## config.mk

```make
export PLATFORM = sky130hd
export DESIGN_NAME = id_hazard_ctrl
export DESIGN_NICKNAME = d
export VERILOG_FILES = /design/src/rtl/id_hazard_ctrl.sv
export SDC_FILE = /design/constraint.sdc
export NUM_CORES = 1
export LEC_CHECK = 0
export CORE_MARGIN = 5
export CORE_UTILIZATION = 30
export CTS_CLUSTER_DIAMETER = 30
export CTS_CLUSTER_SIZE = 24
export DETAILED_ROUTE_END_ITERATION = 10
export HOLD_SLACK_MARGIN = 0.15
export PLACE_DENSITY = 0.64
export REMOVE_ABC_BUFFERS = 1
export SETUP_SLACK_MARGIN = 0.3
export SLEW_MARGIN = 20
export SYNTH_ARGS = -nofsm -noshare
export SYNTH_HDL_FRONTEND = slang
export SYNTH_SLANG_ARGS = --single-unit
```

## constraint.sdc

```tcl
create_clock -name Clk -period 3.22 [get_ports Clk]
set_input_delay 0.644 -clock Clk [delete_from_list [all_inputs] [get_ports Clk]]
set_output_delay 0.644 -clock Clk [all_outputs]
set_load 0.03 [all_outputs]
```

## src/rtl/id_hazard_ctrl.sv

```systemverilog
// id_hazard_ctrl: decode-stage hazard controller.
// Decides every cycle what enters the ID/EX register. It turns the decoded
// control bundles into a bubble on load-use, branch-operand or HI/LO hazards.
// It drives the PC and IF/ID enables and the IF/ID flush, tracks a
// multi-cycle mul/div unit, and keeps a saturating stall-cycle counter.
//
// Ports:
//   Clk, Reset                 clock, synchronous active-low reset
//   ID_WB/MEM/EX_Ctrl          decoded control bundles from the ID stage
//   ID_Rs/Rt, ID_UsesRs/Rt     source registers of the ID instruction
//   ID_Branch, ID_BranchTaken  branch resolved in ID and its outcome
//   ID_MulDivStart, ID_UsesHiLo  mul/div start and HI/LO dependence
//   EX_MemRead/RegWrite/DstReg   producer state in EX
//   MEM_MemRead/DstReg           load state in MEM
//   WB/MEM/EX_Ctrl_Out           bundles to ID/EX (zero on bubble)
//   PCWrite, IFIDWrite, IFIDFlush  front-end control
//   MulDivBusy                   registered mul/div busy flag
//   StallCount                   saturating count of stall cycles
module id_hazard_ctrl #(
  parameter int unsigned MULDIV_LAT = 32
) (
  input  logic        Clk,
  input  logic        Reset,
  input  logic [3:0]  ID_WB_Ctrl,
  input  logic [4:0]  ID_MEM_Ctrl,
  input  logic [8:0]  ID_EX_Ctrl,
  input  logic [4:0]  ID_Rs,
  input  logic [4:0]  ID_Rt,
  input  logic        ID_UsesRs,
  input  logic        ID_UsesRt,
  input  logic        ID_Branch,
  input  logic        ID_BranchTaken,
  input  logic        ID_MulDivStart,
  input  logic        ID_UsesHiLo,
  input  logic        EX_MemRead,
  input  logic        EX_RegWrite,
  input  logic [4:0]  EX_DstReg,
  input  logic        MEM_MemRead,
  input  logic [4:0]  MEM_DstReg,
  output logic [3:0]  WB_Ctrl_Out,
  output logic [4:0]  MEM_Ctrl_Out,
  output logic [8:0]  EX_Ctrl_Out,
  output logic        PCWrite,
  output logic        IFIDWrite,
  output logic        IFIDFlush,
  output logic        MulDivBusy,
  output logic [15:0] StallCount
);

  localparam logic [5:0] LatM1 = 6'(MULDIV_LAT - 1);

  typedef enum logic [0:0] {StIdle, StBusy} state_e;

  state_e      state_q;
  logic [5:0]  cnt_q;
  logic        busy_q;
  logic [15:0] stall_cnt_q, stall_cnt_d;

  logic load_use, br_ex, br_mem, hilo, stall, pass;
  logic rs_ex, rt_ex, rs_mem, rt_mem;

  // $zero never creates a dependence.
  function automatic logic hz(input logic uses, input logic [4:0] src, input logic [4:0] dst);
    return uses && (src != 5'd0) && (src == dst);
  endfunction

  always_comb begin
    rs_ex    = hz(ID_UsesRs, ID_Rs, EX_DstReg);
    rt_ex    = hz(ID_UsesRt, ID_Rt, EX_DstReg);
    rs_mem   = hz(ID_UsesRs, ID_Rs, MEM_DstReg);
    rt_mem   = hz(ID_UsesRt, ID_Rt, MEM_DstReg);
    load_use = EX_MemRead && (rs_ex || rt_ex);
    br_ex    = ID_Branch && EX_RegWrite && (rs_ex || rt_ex);
    br_mem   = ID_Branch && MEM_MemRead && (rs_mem || rt_mem);
    hilo     = ID_UsesHiLo && busy_q;
    stall    = load_use || br_ex || br_mem || hilo;
    // Reset low forces the same quiet outputs as a stall.
    pass     = Reset && !stall;
  end

  always_comb begin
    WB_Ctrl_Out  = pass ? ID_WB_Ctrl  : 4'd0;
    MEM_Ctrl_Out = pass ? ID_MEM_Ctrl : 5'd0;
    EX_Ctrl_Out  = pass ? ID_EX_Ctrl  : 9'd0;
    PCWrite      = pass;
    IFIDWrite    = pass;
    // A taken outcome seen during a stall is stale; it re-resolves later.
    IFIDFlush    = pass && ID_BranchTaken;
    MulDivBusy   = busy_q;
    StallCount   = stall_cnt_q;
  end

  // Mul/div occupancy: busy for exactly MULDIV_LAT cycles after an accepted start.
  always_ff @(posedge Clk) begin
    if (!Reset) begin
      state_q <= StIdle;
      cnt_q   <= 6'd0;
      busy_q  <= 1'b0;
    end else begin
      unique case (state_q)
        StIdle: begin
          if (ID_MulDivStart && !stall) begin
            state_q <= StBusy;
            cnt_q   <= LatM1;
            busy_q  <= 1'b1;
          end
        end
        StBusy: begin
          if (cnt_q == 6'd0) begin
            state_q <= StIdle;
            busy_q  <= 1'b0;
          end else begin
            cnt_q <= cnt_q - 6'd1;
          end
        end
        default: begin
          state_q <= StIdle;
          busy_q  <= 1'b0;
        end
      endcase
    end
  end

  always_comb begin
    stall_cnt_d = stall_cnt_q;
    if (stall && (stall_cnt_q != 16'hFFFF)) begin
      stall_cnt_d = stall_cnt_q + 16'd1;
    end
  end

  always_ff @(posedge Clk) begin
    if (!Reset) begin
      stall_cnt_q <= 16'd0;
    end else begin
      stall_cnt_q <= stall_cnt_d;
    end
  end

endmodule

```

==> out/results.ini <==
[setup_path]
start_kind=primary input
critPathTopFamily=simple AND/OR/NAND/NOR gates
cp_common_cell=buf_6
cp.arrival_ps=2580
criticalPathCategory=primary input to output pin
critical_path_required_ps=2580
worst-r2r-setup-slack_ps=1100
end_kind=output pin
max_stage_delay_ps=540
crit_buf_inv=5
cp_max_fo=5
cp_cell_sequence=buf_6, or4_4, o21ai_4, nor4_4, a211oi_4, and3_4, buf_6, buf_12, buf_16, and2_4, buf_6
cpMaxStageDelayCell=or4_4

[synth]
postSynthAreaPerCell_sq_um=8.168
post-synth-top-count-cell=dfxtp_1
synthesis.instances=197
synth_xor_area_share_pct=14.70
synth.area.top_cells=dfxtp_1 30%, xnor2_1 11%, and2_1 7.8%, nor2_1 4.4%, mux2i_1 4.4%
synth_cell_types=36
synth_compound_area_share_pct=13.61
synth_mux_area_share_pct=4.355
synth-simple-area-share_pct=31.03
synth-seq-cells=24
synthesis.area_sq_mm=0.001609
synth_adder_area_share_pct=2.333
synth_edf_count=0
synth_ff_type=dfxtp_1
synthArstFlopShare_pct=0
ys_warn_count=0
synth_top_family_by_area=simple AND/OR/NAND/NOR gates
ys_top_cells_by_count=24 x dfxtp_1, 20 x and2_1, 20 x xnor2_1, 19 x nor2_1, 14 x nand2_1
yosysSeqAreaShare_pct=29.86
synth_top_area_share_pct=29.86
synth_area_leader_cell=dfxtp_1

[clock_tree]
clkLatencyLatePin_ps=270
path_clk_slew_ps=100
root_buffer=clkbuf_8
cts_tree=done
clock_sinks=24
cts_hold_buffers=0
numCtsBuffers=3
clockBufferDepth=2
htreeDepth=1

[floorplan]
start_util_pct=31.11
io_pins=87
die_h_um=83.24
die_area_sq_mm=0.006928
coreArea_sq_mm=0.005172
rows=26
chipWidth_um=83.24

[global_route]
grt_usage_pct=15.15
globalRoute.totalOverflow=0
grt_pass1_vias=1740
grt_pass1_wl_mm=8.790
antenna_found_initial=0
grt_max_degree=21

[timing]
rsz0062_at_grt=yes
finalSetupViolCount=1
report.final.slew_viol_count=0
maxSlewHeadroom_pct=68.70
hold_viol_final=0
min_period_over_period_pct=100.0
skew_ps=9.258
worst_pin_slew_ps=468.9
period_needed_ps=3220
fmax_ghz=0.3105
fin_ws_ps=-0.2780

[drt]
post-route-drc-count=0
routed_wl_mm=5.559
first_iter_violations=87
vias=1753
avgViaCountPerCell=4.725
ant_nets=0
post_drt_wl_per_cell_um=14.98
drt-pass1-iter-count=4

[place]
dp_cells=357
globalplace.congestion=0.7883
io_buffers=86
place_ws_ps=-166.6
dp.final_hpwl_mm=4.127

[job]
drv_cap=0

[pwr]
power.static_leakage_nw=1.218
p_per_area_mw_per_mm2=331.7
irDropWorstVdd_uv=214.1

[cells_and_area]
post-route-util_pct=57.74
finalNetCount=354
final_cells=371
drive_gt1_share_pct=30.90
diodes=0
area_growth_pct=85.61

[hold_path]
min_path_type=register to register

[status]
violations=negative setup slack
outcome=finished, violations left

==> cells in the final DEF, fill, tap and decap left out, drive strengths merged, types with 2 or more instances in the layout <==
master and n:
nand2b 6, ha 3, inv 5, nand4 5, nor2 19, dfxtp 24
o21ai 2, a21oi 6, or4 2, xnor2 20, clkdlybuf4s50 45, buf 52
nor4 5, nor3 2, and2 20, dlygate4sd2 11, and3 5, nand3 12
a211oi 6, a31o 3, a311oi 4, nand2 14, xor2 7, nand3b 2
clkbuf 3, clkdlybuf4s15 2, mux2i 7
==> what timing repair did <==
| action | CTS | global route |
|---|---|---|
| gates resized for setup | 98 | 11 |
| setup endpoints to repair | 21 | 21 |
| buffers inserted | 7 | 1 |
| pin swaps | 15 | 11 |
| cloned | 2 | 0 |
| endpoints found under the hold margin | 0 | 0 |
==> worst paths after layout <==
check	to	from	cells past startpoint
setup / recovery	EX_Ctrl_Out[8]	ID_Rt[3]	11
hold / removal	StallCount[10]	StallCount[10]	2
hold reg to reg	StallCount[10]	StallCount[10]	2
setup reg to reg	StallCount[2]	StallCount[0]	8
==> through the flow <==
stage	setup TNS [ps]	hold slack (ps)	area, sq um	total power, mW
finish	-0.2780	500.9	2987	0.9905
CTS	0	502.1	2944	0.9791
global placement	-2455	475.2	2575	0.6475
floorplan	-5826	465.6	1562	0.4983
global route	-772.4	526.1	2987	1.040
detailed placement	-3050	487.9	2575	0.6508
==> cell families after synthesis <==
kind of cell	Yosys count
adders and majority gates	3
muxes	7
AOI/OAI and AO/OA	27
DFF	24
xor gates and xnor gates	27
and+or+nand+nor	94
buffers and inverters	15
==> tightest hold or removal path: stages (launching register included) <==
cell and delay [ps]:
dfxtp_1 340, nand2_1 60, mux2i_1 60
==> flip-flops by register name, indices dropped and copies added (netlist names) <==
register    count
cnt_q           6
StallCount     16
MulDivBusy      1
state_q         1
==> layer usage <==
layer  vias to the layer above  global-route usage [%]  part of all wire (%)
li1                        896                       -                     -
met1                       814                   19.14                    43
met2                        33                   26.17                    52
met3                        10                   2.970                   3.0
met4                         0                   4.012                   2.0
met5                         -                       0                     0
==> report_power, final <==
group	internal, mW	switching [mW]	total (mW)	leakage [nW]
combinational	0.206	0.178	0.384	0.987
clock	0.166	0.106	0.272	0.0357
sequential	0.314	0.0205	0.335	0.195
==> final cells by class <==
class	instances	area, sq um
fill	436	2186
multi-input combinational	158	1199
timing repair buffer	110	1130
sequential	24	480.5
tap	70	87.58
clock buffer	3	41.29
clock inverter	1	30.03
inverter	5	18.77
Power figures use the tool's default switching activity.
